==> src/rtl/arb_pkg.sv <==
// Shared types and constants for the 8-way round-robin arbiter.
package arb_pkg;

    localparam int N_REQ = 8;
    localparam int IDX_W = 3;

    typedef enum logic {
        IDLE  = 1'b0,
        GRANT = 1'b1
    } arb_state_e;

    // Rotate right so that bit 'sh' of the input lands at bit 0 of the result.
    function automatic logic [N_REQ-1:0] rotate_right(
        input logic [N_REQ-1:0] v,
        input logic [IDX_W-1:0] sh
    );
        logic [2*N_REQ-1:0] dbl;
        dbl = {v, v} >> sh;
        return dbl[N_REQ-1:0];
    endfunction

endpackage

==> src/rtl/prio_encoder83.sv <==
// Combinational 8:3 priority encoder; the lowest set bit wins.
module prio_encoder83
    import arb_pkg::*;
(
    input  logic [N_REQ-1:0] in_vec,
    output logic [IDX_W-1:0] out_idx,
    output logic             out_any
);

    always_comb begin
        out_idx = '0;
        for (int i = N_REQ - 1; i >= 0; i--) begin
            if (in_vec[i]) begin
                out_idx = IDX_W'(i);
            end
        end
    end

    assign out_any = |in_vec;

endmodule

==> src/rtl/rr_arbiter8.sv <==
// 8-requester round-robin arbiter with one-cycle grant latency and no preemption.
// Optional grant-length limit is enabled by defining ARB_TIMEOUT_EN.
module rr_arbiter8
    import arb_pkg::*;
#(
    parameter int TIMEOUT_CYCLES = 16
) (
    input  logic             clk,
    input  logic             rst,
    input  logic [N_REQ-1:0] iReq,
    input  logic             iRelease,
    output logic [N_REQ-1:0] oGnt,
    output logic [IDX_W-1:0] oGntIdx,
    output logic             oValid,
    output logic             oTimeout
);

    if (TIMEOUT_CYCLES < 2 || TIMEOUT_CYCLES > 255) begin : g_bad_timeout
        $error("rr_arbiter8: TIMEOUT_CYCLES must be within 2..255");
    end

    arb_state_e       state_q, state_d;
    logic [IDX_W-1:0] ptr_q, ptr_d;
    logic [N_REQ-1:0] gnt_q, gnt_d;
    logic [IDX_W-1:0] idx_q, idx_d;
    logic             valid_q, valid_d;

    logic [N_REQ-1:0] req_rot;
    logic [IDX_W-1:0] rel_idx;
    logic             req_any;
    logic [IDX_W-1:0] sel_idx;
    logic             normal_end;
    logic             limit_hit;

    // Rotating by ptr makes the requester at ptr the highest priority.
    assign req_rot = rotate_right(iReq, ptr_q);

    prio_encoder83 u_prio (
        .in_vec  (req_rot),
        .out_idx (rel_idx),
        .out_any (req_any)
    );

    assign sel_idx    = rel_idx + ptr_q;
    assign normal_end = iRelease || !iReq[idx_q];

`ifdef ARB_TIMEOUT_EN
    logic [7:0] cnt_q, cnt_d;
    logic       timeout_q, timeout_d;

    assign limit_hit = (cnt_q == 8'(TIMEOUT_CYCLES));
    assign oTimeout  = timeout_q;
`else
    assign limit_hit = 1'b0;
    assign oTimeout  = 1'b0;
`endif

    always_comb begin
        state_d = state_q;
        ptr_d   = ptr_q;
        gnt_d   = gnt_q;
        idx_d   = idx_q;
        valid_d = valid_q;
`ifdef ARB_TIMEOUT_EN
        cnt_d     = cnt_q;
        timeout_d = 1'b0;
`endif
        case (state_q)
            IDLE: begin
                gnt_d   = '0;
                idx_d   = '0;
                valid_d = 1'b0;
                if (req_any) begin
                    state_d = GRANT;
                    gnt_d   = N_REQ'(1) << sel_idx;
                    idx_d   = sel_idx;
                    valid_d = 1'b1;
`ifdef ARB_TIMEOUT_EN
                    cnt_d = 8'd1;
`endif
                end
            end
            GRANT: begin
                if (normal_end || limit_hit) begin
                    state_d = IDLE;
                    ptr_d   = idx_q + IDX_W'(1);
                    gnt_d   = '0;
                    idx_d   = '0;
                    valid_d = 1'b0;
`ifdef ARB_TIMEOUT_EN
                    cnt_d     = 8'd0;
                    timeout_d = limit_hit && !normal_end;
`endif
                end else begin
`ifdef ARB_TIMEOUT_EN
                    cnt_d = cnt_q + 8'd1;
`endif
                end
            end
            default: begin
                state_d = IDLE;
            end
        endcase
    end

    always_ff @(posedge clk) begin
        if (rst) begin
            state_q <= IDLE;
            ptr_q   <= '0;
            gnt_q   <= '0;
            idx_q   <= '0;
            valid_q <= 1'b0;
`ifdef ARB_TIMEOUT_EN
            cnt_q     <= 8'd0;
            timeout_q <= 1'b0;
`endif
        end else begin
            state_q <= state_d;
            ptr_q   <= ptr_d;
            gnt_q   <= gnt_d;
            idx_q   <= idx_d;
            valid_q <= valid_d;
`ifdef ARB_TIMEOUT_EN
            cnt_q     <= cnt_d;
            timeout_q <= timeout_d;
`endif
        end
    end

    assign oGnt    = gnt_q;
    assign oGntIdx = idx_q;
    assign oValid  = valid_q;

endmodule

==> config.mk <==
export PLATFORM = sky130hd
export DESIGN_NAME = rr_arbiter8
export DESIGN_NICKNAME = d
export VERILOG_FILES = /design/src/rtl/arb_pkg.sv /design/src/rtl/prio_encoder83.sv /design/src/rtl/rr_arbiter8.sv
export SDC_FILE = /design/constraint.sdc
export NUM_CORES = 1
export LEC_CHECK = 0
export BUFFER_PORTS_ARGS = -buffer_cell sky130_fd_sc_hd__buf_2
export CORE_MARGIN = 2
export CORE_UTILIZATION = 54
export CTS_BUF_LIST = sky130_fd_sc_hd__clkbuf_16
export DETAILED_ROUTE_END_ITERATION = 8
export GPL_TIMING_DRIVEN = 0
export PLACE_DENSITY = 0.83
export SKIP_LAST_GASP = 1
export SYNTH_ARGS = -nofsm -noshare
export SYNTH_HDL_FRONTEND = slang
export SYNTH_HIERARCHICAL = 1
export SYNTH_SLANG_ARGS = --single-unit
==> constraint.sdc <==
create_clock -name clk -period 4.1 [get_ports clk]
set_input_delay 0.82 -clock clk [delete_from_list [all_inputs] [get_ports clk]]
set_output_delay 0.82 -clock clk [all_outputs]
set_load 0.005 [all_outputs]
== Yosys cells after proc, flatten, opt, wreduce, memory -nomap -nowiden ==
Index checks and enable logic that the tools add are counted.
Storage, ports and cells
  register bits after elaboration: 16
  input port bits: 11
  output and inout port bits: 13
  logic and storage cells: 37
Operators by class
  $add $sub $neg: 2
  magnitude comparators: 1
  equal/unequal tests: 1
  shift-type cells: 2
  muxes and demuxes: 21
  bitwise gates (word level): 1
  reductions and logical operators: 4
Operator list (number)
  $mux 3: 10
  $mux 8: 2
  $pmux 8 s2: 1
  $shr 16x3->8: 1
  $reduce_or 8->1: 1
  $shl 1x3->8 const A: 1
  $pmux 3 s2: 1
  $lt 3x4->1 const B: 1
  $mux 1: 4
  $pmux 1 s2: 2
  $add 3x1->3 const B: 1
  $add 3x3->3: 1
  $bmux 1 s3: 1
  $ne 2x1->1 const B: 1
  $reduce_and 2->1: 1
  $logic_not 1->1: 1
  $logic_or 1x1->1: 1
  $not 1->1: 1

== Longest topological paths before layout ==
  word-level depth: 13
  depth in mapped cells: 14
  depth with buffers taken out: 13

== Modules after synthesis ==
Netlist, hierarchy kept.
By module, submodules not included
  rr_arbiter8: instances 1, cells an instance 129, area each 1163.6 sq um, seq. area each 320.3 sq um
  prio_encoder83: instances 1, cells an instance 13, area each 81.3 sq um, seq. area each 0.0 sq um

== Worst setup path after synthesis ==
OpenSTA, ideal clock, no wires.
  path type: in2reg
  start: input port iReq[7]
  end: register gnt_q[7] (netlist: oGnt[7])
  setup time: 0.128 ns
  data arrival time: 2.945 ns
  data required time: 3.972 ns
  slack: 1.028 ns
  cell stages on the path: 11
  buffers on the path: 0
  cell sequence: mux4_2 > nand2_1 > nand2_1 > o41ai_1 > ha_1 > inv_1 > fa_1 > xor3_1 > nor3_1 > a41oi_1 > nor2_1
On the way
  elaborated cells between the ends (all ways): 19
  those cells by class: add/sub (1); eq/ne (1); shift (2); mux (12); reduce/logical (3)
RTL lines
  from (decl): line rr_arbiter8.sv:10  | input logic [N_REQ-1:0] iReq,
  $shr 16x3->8: line arb_pkg.sv:18  | dbl = {v, v} >> sh;
  via req_rot[4]: line rr_arbiter8.sv:28  | logic [N_REQ-1:0] req_rot;
  $mux 3 (5 in a row): line prio_encoder83.sv:13  | if (in_vec[i]) begin
  via rel_idx[0]: line rr_arbiter8.sv:29  | logic [IDX_W-1:0] rel_idx;
  $add 3x3->3: line rr_arbiter8.sv:44  | assign sel_idx = rel_idx + ptr_q;
  $shl 1x3->8: line rr_arbiter8.sv:75  | gnt_d = N_REQ'(1) << sel_idx;
  $mux 8: line rr_arbiter8.sv:73  | if (req_any) begin
  $pmux 8 s2: line rr_arbiter8.sv:68  | case (state_q)
  to (signal assigned): line rr_arbiter8.sv:120  | gnt_q <= gnt_d;
  to (decl): line rr_arbiter8.sv:24  | logic [N_REQ-1:0] gnt_q, gnt_d;
The timed path passes the listed nets, and every way through them passes these cells. The select of a mux whose other input is x is not followed.
A chain may end at the register's enable or synchronous reset.

== Worst setup path in the final report ==
  start: input port iReq[5]
  end: register gnt_q[1] (netlist: oGnt[1])
On the way
  elaborated cells between the ends (all ways): 19
  those cells by class: add/sub (1); eq/ne (1); shift (2); mux (12); reduce/logical (3)
RTL lines (line)
  $shr 16x3->8: arb_pkg.sv:18
  via req_rot[6]: rr_arbiter8.sv:28
  $mux 3 (7 in a row): prio_encoder83.sv:13
  via rel_idx[0]: rr_arbiter8.sv:29
  $add 3x3->3: rr_arbiter8.sv:44
  $shl 1x3->8: rr_arbiter8.sv:75
  $mux 8: rr_arbiter8.sv:73
  $pmux 8 s2: rr_arbiter8.sv:68
The timed path passes the listed nets, and every way through them passes these cells. The select of a mux whose other input is x is not followed.

==> run summary <==
status: finished clean
RSZ-0062 raised after global routing: false
1st-iter DRT viols: 31
reg-to-reg slack, setup: 0.89 ns
most common cell after layout, fill and taps aside: nand2_1
DR DRC count: 0
Syn Inst Count: 142
area delta synth->final: 17.3%
CP endpoint kind: register
Nets: 182
first-pass GRT wire length: 5030 microns
Hold Vio Cnt, Final: 0
GPL Wtd Cong: 0.812
final setup fails: 0
Fin Hold WS: 0.470 ns
clock sink total: 16
initial antenna violation count: 0
max-slew violation count: 0
post-route antenna net violation count: 0
root buffer cell: clkbuf_16
arrival time worst endpoint: 3.42 ns
Yosys cell types: 44
max-cap violations: 0
Worst R2R End: oGnt[1]
Rows: 17
Total Power: 0.850 mW
Vias: 1182
total track usage: 24.6%
H-tree lvl count: 1
setup slack after layout: 0.862 ns
ant diodes: 0
maximum vdd drop: 0.471 mV
Routed Wire Length: 2980 microns
max frequency: 309 MHz
CORE AREA: 0.00219 sq mm
Final Skew: 0.00143 ns
syn avg cell area: 8.77 sq um
Seq/Total Area, Yosys: 25.7%
hold_buf cts: 0
commonest cells after routing, fill and taps aside: nand2_1, buf_2, nor2_1, dfxtp_1, mux4_2
Power Density: 582 mW/mm^2
hold crit path type: reg -> reg
setup TNS: 0 ns
Vias/cell: 6.09
Worst-Skew Late Latency: 0.24 ns
Cells on Worst Hold Path: 2
#FFs+latches synth: 16
clk slew on worst S/H paths: 0.05 ns
Reg-to-Reg Start: ptr_q[0]
top-area cell type share of the netlist area: 25.7%
Setup Crit Path Kind: in -> reg
CP Data Required Time: 4.28 ns
Horiz. Die Dim: 52.0 microns
Pleak: 0.625 nW
pre-CTS WS: 0.623 ns
crit path max fanout: 7
post-CTS setup buffers: 0
Startpoint Class: primary input
largest area contributor in the netlist: dfxtp_1
I/O pins: 24
drt pass-1 iters: 4
CTS Buffer Depth: 2
Synth Net Count: 156
minimum clock period: 3.24 ns
Port Buf Inserts: 21
hold_sp: oGnt[4]
Syn Std Cell Area: 0.00124 sq mm
Die Ht: 52.0 microns
vias in the first global route: 1172
detailed placement HPWL: 2200 microns
Final period util: 79.0%
DIE AREA: 0.00271 sq mm
Hold EP: oGnt[4]
post-layout util: 66.6%
number of CTS-inserted buffers: 3
Syn. warnings: 6
pin count of the biggest net entering global routing: 11
post-cts sizing count: 0
Synth area leaders: dfxtp_1, mux4_2, nand2_1
FF-to-FF path depth: 14
WL/cell: 15.4 microns
Initial Utilization: 56.8%
global route total overflow: 0
share of cells above drive strength 1: 25.9%
CTS tree: yes
==> per-layer routing <==
layer  global-route usage, %  vias to the layer above  share of wire (%)
met1                    31.1                      560                 42
met5                       0                        -                  0
met3                    4.02                        8                5.2
li1                        -                      569                  -
met4                    9.65                        0                1.6
met2                    41.8                       45                 51
==> area by class of cell <==
cell class                 instances  area [sq um]
buffer                            11          63.8
clock buffer                       3          75.1
fill                             180           731
inverter                           8          30.0
multi-input combinational        107           831
sequential                        16           320
tap                               28          35.0
timing repair buffer              21           105
==> stage by stage <==
| stage | std cells | area (sq um) |
|---|---|---|
| floorplan | 142 | 1240 |
| global placement | 191 | 1390 |
| detailed placement | 191 | 1390 |
| CTS | 194 | 1460 |
| global route | 194 | 1460 |
| finish | 194 | 1460 |
==> sequential cells by signal (all words and copies together), names as in the netlist <==
register  flops
state_q       1
oValid        1
oGnt          8
ptr_q         3
oGntIdx       3
==> Yosys cell counts <==
cell type / n
and3b_1: 1
clkbuf_1: 3
a21boi_0: 1
a21oi_1: 6
inv_1: 7
nor4_2: 1
nand2b_1: 1
o211ai_2: 1
conb_1: 1
clkinv_1: 1
a31oi_1: 1
nor3_1: 2
and2_1: 1
dfxtp_1: 16
a221o_1: 1
o32ai_1: 2
a41oi_1: 5
nand3b_1: 2
xnor2_1: 1
xnor3_1: 1
o21bai_1: 1
nand2_1: 25
o32a_2: 1
buf_1: 2
o211a_1: 2
xor3_1: 1
a211oi_1: 2
nand4b_1: 1
buf_2: 3
buf_6: 2
mux4_2: 9
nor2b_1: 2
fa_1: 1
buf_4: 1
or4_1: 1
nor2_1: 16
or2_4: 1
nand4_1: 4
mux2i_1: 2
nand3_1: 4
o21ai_0: 2
o41ai_1: 1
ha_1: 2
a221oi_1: 1
==> power by group <==
part | internal, mW | switching, mW | total (mW)
combinational | 0.200 | 0.253 | 0.452
clock | 0.128 | 0.0567 | 0.184
sequential | 0.190 | 0.0233 | 0.213
==> logic make-up after synthesis <==
logic type                 count (synthesis)  synth area share (%)
muxes                                     11                  17.9
AOI/OAI and AO/OA                         27                  16.8
buffers and inverters                     19                  7.54
and+or+nand+nor                           62                  23.7
xor gates and xnor gates                   3                  4.42
DFF                                       16                  25.7
other                                      1                 0.301
adders and majority gates                  3                  3.62
==> critical path, stage by stage <==
cell      delay, ns
buf_2          0.13
mux4_2         0.48
nand2_1        0.09
nand2_1        0.09
inv_1          0.08
a21oi_1        0.06
o41ai_1        0.29
ha_1           0.21
inv_1          0.05
fa_1           0.65
nand4b_1       0.18
nor2_1         0.13
a41oi_1        0.05
nor2_1         0.11
==> worst max-delay path by stage <==
stage / startpoint / to / slack, ns / depth (start not counted)
after floorplan: iReq[7] / oGnt[7] / 1.03 / 11
after global placement: iReq[7] / oGnt[5] / 0.68 / 12
after detailed placement: iReq[5] / oGnt[7] / 0.62 / 14
after CTS: iReq[5] / oGnt[7] / 0.89 / 14
after global routing: ptr_q[0] / oGnt[1] / 0.66 / 14
final: iReq[5] / oGnt[1] / 0.86 / 14
Power figures use the tool's default switching activity.
